**src/rtl/accum_mem_pkg.sv**
```systemverilog
// Shared types and limits for the memory arbiter and its latency counter.
package accum_mem_pkg;

  typedef enum logic [1:0] {
    ST_IDLE   = 2'd0,
    ST_ACCESS = 2'd1,
    ST_WAIT   = 2'd2,
    ST_DONE   = 2'd3
  } arb_state_e;

  localparam logic PORT_CPU = 1'b0;
  localparam logic PORT_EXT = 1'b1;

  localparam int DATA_W_DEF = 16;
  localparam int ADDR_W_DEF = 16;

  localparam int LAT_MIN = 1;
  localparam int LAT_MAX = 7;
  localparam int CNT_W   = 3;

endpackage

```
**src/rtl/mem_lat_counter.sv**
```systemverilog
// Loadable 3-bit down-counter that paces the read-latency wait.
module mem_lat_counter
  import accum_mem_pkg::*;
(
  input  logic             CLK,
  input  logic             Reset,
  input  logic             load_i,
  input  logic             dec_i,
  input  logic [CNT_W-1:0] val_i,
  output logic             zero_o
);

  logic [CNT_W-1:0] cnt_q, cnt_d;

  always_comb begin
    cnt_d = cnt_q;
    if (load_i) begin
      cnt_d = val_i;
    end else if (dec_i && (cnt_q != '0)) begin
      cnt_d = cnt_q - 1'b1;
    end
  end

  always_ff @(posedge CLK or posedge Reset) begin
    if (Reset) begin
      cnt_q <= '0;
    end else begin
      cnt_q <= cnt_d;
    end
  end

  assign zero_o = (cnt_q == '0);

endmodule

```
**src/rtl/mem_arbiter.sv**
```systemverilog
// Two-port round-robin arbiter in front of a single-port memory with a
// fixed read latency; each transaction ends with a one-cycle ack.
module mem_arbiter
  import accum_mem_pkg::*;
#(
  parameter int DATA_W = DATA_W_DEF,
  parameter int ADDR_W = ADDR_W_DEF,
  parameter int LAT    = 1
) (
  input  logic              CLK,
  input  logic              Reset,
  input  logic              cpu_req,
  input  logic              cpu_we,
  input  logic [ADDR_W-1:0] cpu_addr,
  input  logic [DATA_W-1:0] cpu_wdata,
  output logic [DATA_W-1:0] cpu_rdata,
  output logic              cpu_ack,
  input  logic              ext_req,
  input  logic              ext_we,
  input  logic [ADDR_W-1:0] ext_addr,
  input  logic [DATA_W-1:0] ext_wdata,
  output logic [DATA_W-1:0] ext_rdata,
  output logic              ext_ack,
  output logic              mem_en,
  output logic              mem_we,
  output logic [ADDR_W-1:0] mem_addr,
  output logic [DATA_W-1:0] mem_wdata,
  input  logic [DATA_W-1:0] mem_rdata,
  output logic              busy
);

  // Out-of-range latencies are clamped so the counter load always fits.
  localparam int LAT_C = (LAT < LAT_MIN) ? LAT_MIN : ((LAT > LAT_MAX) ? LAT_MAX : LAT);
  localparam logic [CNT_W-1:0] LOAD_VAL = CNT_W'(LAT_C - 1);

  arb_state_e        state_q;
  logic              grant_q, grant_d, last_grant_q, we_q;
  logic [ADDR_W-1:0] addr_q;
  logic [DATA_W-1:0] wdata_q;
  logic [DATA_W-1:0] cpu_rdata_q, ext_rdata_q;
  logic              cpu_ack_q, ext_ack_q, mem_en_q, mem_we_q;
  logic              cnt_load, cnt_dec, cnt_zero;

  // On a tie the port that did not win last time gets the grant.
  always_comb begin
    grant_d = PORT_CPU;
    if (cpu_req && ext_req) begin
      grant_d = ~last_grant_q;
    end else if (ext_req) begin
      grant_d = PORT_EXT;
    end
  end

  assign cnt_load = (state_q == ST_ACCESS) && !we_q;
  assign cnt_dec  = (state_q == ST_WAIT);

  mem_lat_counter u_lat_cnt (
    .CLK    (CLK),
    .Reset  (Reset),
    .load_i (cnt_load),
    .dec_i  (cnt_dec),
    .val_i  (LOAD_VAL),
    .zero_o (cnt_zero)
  );

  always_ff @(posedge CLK or posedge Reset) begin
    if (Reset) begin
      state_q      <= ST_IDLE;
      grant_q      <= PORT_CPU;
      last_grant_q <= PORT_EXT;
      we_q         <= 1'b0;
      addr_q       <= '0;
      wdata_q      <= '0;
      cpu_rdata_q  <= '0;
      ext_rdata_q  <= '0;
      cpu_ack_q    <= 1'b0;
      ext_ack_q    <= 1'b0;
      mem_en_q     <= 1'b0;
      mem_we_q     <= 1'b0;
    end else begin
      cpu_ack_q <= 1'b0;
      ext_ack_q <= 1'b0;
      mem_en_q  <= 1'b0;
      mem_we_q  <= 1'b0;
      case (state_q)
        ST_IDLE: begin
          if (cpu_req || ext_req) begin
            grant_q  <= grant_d;
            we_q     <= (grant_d == PORT_EXT) ? ext_we    : cpu_we;
            addr_q   <= (grant_d == PORT_EXT) ? ext_addr  : cpu_addr;
            wdata_q  <= (grant_d == PORT_EXT) ? ext_wdata : cpu_wdata;
            mem_en_q <= 1'b1;
            mem_we_q <= (grant_d == PORT_EXT) ? ext_we    : cpu_we;
            state_q  <= ST_ACCESS;
          end
        end
        ST_ACCESS: begin
          if (we_q) begin
            cpu_ack_q <= (grant_q == PORT_CPU);
            ext_ack_q <= (grant_q == PORT_EXT);
            state_q   <= ST_DONE;
          end else begin
            state_q <= ST_WAIT;
          end
        end
        ST_WAIT: begin
          if (cnt_zero) begin
            if (grant_q == PORT_EXT) begin
              ext_rdata_q <= mem_rdata;
            end else begin
              cpu_rdata_q <= mem_rdata;
            end
            cpu_ack_q <= (grant_q == PORT_CPU);
            ext_ack_q <= (grant_q == PORT_EXT);
            state_q   <= ST_DONE;
          end
        end
        ST_DONE: begin
          last_grant_q <= grant_q;
          state_q      <= ST_IDLE;
        end
      endcase
    end
  end

  assign cpu_rdata = cpu_rdata_q;
  assign ext_rdata = ext_rdata_q;
  assign cpu_ack   = cpu_ack_q;
  assign ext_ack   = ext_ack_q;
  assign mem_en    = mem_en_q;
  assign mem_we    = mem_we_q;
  assign mem_addr  = addr_q;
  assign mem_wdata = wdata_q;
  assign busy      = (state_q != ST_IDLE);

endmodule

```
**config.mk**
```make
export PLATFORM = sky130hd
export DESIGN_NAME = mem_arbiter
export DESIGN_NICKNAME = d
export VERILOG_FILES = /design/src/rtl/accum_mem_pkg.sv /design/src/rtl/mem_lat_counter.sv /design/src/rtl/mem_arbiter.sv
export SDC_FILE = /design/constraint.sdc
export NUM_CORES = 1
export LEC_CHECK = 0
export ABC_AREA = 1
export CAP_MARGIN = 0
export CORE_ASPECT_RATIO = 2
export CORE_UTILIZATION = 46
export DETAILED_ROUTE_END_ITERATION = 6
export GPL_TIMING_DRIVEN = 0
export PLACE_DENSITY = 0.94
export SKIP_CTS_REPAIR_TIMING = 1
export SYNTH_ARGS = -nofsm -noshare
export SYNTH_HDL_FRONTEND = slang
export SYNTH_SLANG_ARGS = --single-unit
```
**constraint.sdc**
```tcl
create_clock -name CLK -period 4.5 [get_ports CLK]
set_input_delay 0.675 -clock CLK [delete_from_list [all_inputs] [get_ports CLK]]
set_output_delay 0.675 -clock CLK [all_outputs]
set_load 0.005 [all_outputs]
```
==> reports/summary.json <==
{
  "placed_instance_area_sq_um": 5190,
  "stdcell_area_sq_um": 5480,
  "timing.final.setup_violations": 0,
  "worstPathRequired_ps": 3830,
  "powerDensity_nw_per_um2": 622,
  "finalHoldViolCount": 0,
  "grt_start_max_net_pins": 77,
  "maxClockFrequency_mhz": 397,
  "top_level_ports": 155,
  "list_of_most_frequent_post_synthesis_cells": "nand2_1 (211), dfrtp_1 (75), nand3_1 (42), inv_1 (33), o21ai_0 (27)",
  "syn-num-nets": 530,
  "post_route_cells_drive_above_1_share_pct": 7.10,
  "hpwlAfterDp_mm": 7.91,
  "synth_most_common_cell": "nand2_1",
  "initial_utilization_pct": 48.3,
  "min-delay-path-class": "reg2reg",
  "yosys_most_used_dff": "dfrtp_1",
  "power.switching_fraction_pct": 33.6,
  "ys_top_cells_by_area": "dfrtp_1 (53%), nand2_1 (22%), nand3_1 (5.9%), o21ai_0 (3.8%), inv_1 (3.5%)",
  "status": "finished, final reports clean",
  "timing.max_cap.violations": 0,
  "slew_violations": 0,
  "hold_start": "mem_wdata[5]",
  "placeableCoreArea_sq_um": 7320,
  "synth_top_family_by_area": "simple AND/OR/NAND/NOR gates",
  "route.detailed.wl_per_inst_microns": 14.9,
  "rr_endpoint": "cpu_rdata[4]",
  "drc": 0,
  "clock_network_fraction_of_total_power_pct": 20.0,
  "synthDominantCellAreaShare_pct": 53.1,
  "timing.final.ws_setup_ps": 1980,
  "layout_min_cycle_time_ps": 2520,
  "number_of_antenna_cells_inserted": 0,
  "pwr_total_mw": 3.41,
  "regToRegSetupSlack_ps": 2770,
  "maximum_clock_path_buffer_count": 2,
  "synth_edf_count": 0,
  "synth-adder-area-share_pct": 2.12,
  "synth.cell_area_sq_um": 3540,
  "hold_depth": 2,
  "worstSkewPairLatency_ps": 320,
  "cts_buffers": 9,
  "power_report.internal_total_mw": 2.26,
  "yosys.area_share.xor_xnor_pct": 0,
  "die_height_microns": 126,
  "crit_end_element": "output pin",
  "cts_sinks": 76,
  "share_of_async_settable_or_async_resettable_flops_after_synthesis_pct": 100,
  "first_pass_iters": 4,
  "critPathMaxFanout": 5,
  "globalRouteTotalUtil_pct": 26.9,
  "post-route-period-util_pct": 56.0,
  "synth_cell_type_count": 21,
  "synth-simple-area-share_pct": 31.1,
  "finalWirelength_mm": 10.4,
  "accumulated_negative_setup_slack_ps": 0,
  "areaGrowthSynthToFinish_pct": 54.8,
  "drtIter0Drc": 180,
  "power_switching_mw": 1.14,
  "dieWidth_microns": 64.0,
  "cts-htree-levels": 3,
  "postSynthAreaPerCell_sq_um": 8.08,
  "part_of_the_yosys_area_used_for_sequential_elements_pct": 53.8,
  "hold_path_end": "mem_wdata[5]",
  "critical_path_arrival_ps": 1850,
  "final_cells": 698,
  "wire_length_of_the_first_global_routing_pass_mm": 16.6,
  "clock_skew_ps": 5.10,
  "pwr-share-seq_pct": 35.2,
  "tritoncts": "yes",
  "die-area_sq_um": 8070,
  "crit_type": "reg2out",
  "synth-compound-area-share_pct": 5.02,
  "yosys-mux-area-fraction_pct": 0,
  "total_overflow_reported_by_the_global_router": 0,
  "critical_path.reg2reg.startpoint": "state_q[0]",
  "post-place-ws_ps": 2320,
  "placedCellCount": 683,
  "post-synth-top-area-cell": "dfrtp_1",
  "num_rows": 44,
  "finish.net_count": 694,
  "grt_pass1_vias": 3595,
  "synthesis.instances": 438,
  "ant_nets": 0,
  "initial_antenna_violation_count": 0,
  "critical_path.startpoint_type": "register",
  "leakagePower_nw": 2.79,
  "worst_slew_margin_rel_pct": 39.6,
  "grt_setup_unrepaired": "no",
  "io_buffers": 153,
  "clk_pin_slew_ps": 50,
  "ir_worst_vdd_v": 0.000418,
  "logic_depth_of_the_worst_register_to_register_path": 5,
  "routed-via-count": 3538,
  "cts-root-buf": "clkbuf_16",
  "yosysWarnings": 0,
  "number_of_storage_elements_in_the_synthesis_netlist": 76,
  "tightestPinTransition_ps": 906,
  "place.gp.congestion": 0.816,
  "comb_power_share_pct": 44.8,
  "post_drt_via_cell_ratio": 5.07
}
## layout make-up
| type | count | area (sq um) |
|---|---|---|
| multi-input combinational | 306 | 1350 |
| timing repair buffer | 153 | 1530 |
| clock inverter | 1 | 5.00 |
| inverter | 34 | 133 |
| buffer | 22 | 153 |
| tap | 92 | 115 |
| fill | 516 | 1850 |
| sequential | 76 | 1900 |
| clock buffer | 14 | 284 |
## state kept, by name (all words and copies together), names as in the netlist
register and flops:
state_q 2, mem_we 1, ext_rdata 16, mem_en 1, mem_addr 16, cpu_rdata 16, mem_wdata 16, we_q 1
cpu_ack 1, last_grant_q 1, grant_q 1, ext_ack 1, u_lat_cnt.cnt_q 3
## cell usage in the layout (no fill, tap or decap)
cell type and count:
nand2_1 211, clkdlybuf4s50_1 153, dfrtp_1 75, nand3_1 42
inv_1 32, o21ai_0 27, buf_2 14, clkbuf_16 9
buf_6 7, o21ai_1 6, ha_1 6, nand3b_1 4
clkbuf_8 4, nor2_1 3, clkbuf_1 2, inv_4 2
nor2_2 1, nor2_4 1, nor2_8 1, nand2_2 1
nand2_4 1, a21oi_1 1, o21a_1 1, clkinv_2 1
dfstp_2 1
## power groups by stage
stage	clock (mW)	combinational, mW	sequential (mW)
floorplan	0	0.634	1.20
global placement	0	1.47	1.19
detailed placement	0	1.53	1.20
CTS	0.693	1.54	1.20
global route	0.725	1.67	1.23
finish	0.680	1.53	1.20
## kinds of logic (layout without fill, tap and decap cells)
family                   after synthesis  in the layout
AND/OR/NAND/NOR                      265            265
adder cells (fa/ha/maj)                6              6
buffers and inverters                 56            224
AO/OA/AOI/OAI                         35             35
flip-flops                            76             76
## worst max path at each step
stage / startpoint / endpoint / slack, ps / cells after the start
after global routing: state_q[0] / busy / 1860 / 4
after CTS: state_q[0] / busy / 1960 / 4
after global placement: Reset / cpu_rdata[15] / 780 / 2
after detailed placement: state_q[0] / busy / 2320 / 4
after floorplan: Reset / cpu_ack / 1890 / 1
final: state_q[0] / busy / 1980 / 4
## worst max-delay path, stage by stage, from the launching register on
cell	delay (ps)
dfrtp_1	420
inv_1	110
ha_1	220
inv_1	200
clkdlybuf4s50_1	580
## metal layers
layer  GRT usage [%]  vias to the layer above  part of all wire [%]
met5               0                        -                     0
met3            7.16                       26                   7.1
li1                -                     1686                     -
met2            50.8                      173                    55
met4            11.9                        0                   2.5
met1            26.4                     1653                    36
## stage by stage
step                      hold WS [ps]  utilization (%)
after detailed placement           464             70.8
final                              476             74.8
after CTS                          479             74.8
after global routing               497             74.8
after global placement             461             70.8
after floorplan                    444                -
Power figures use the tool's default switching activity.
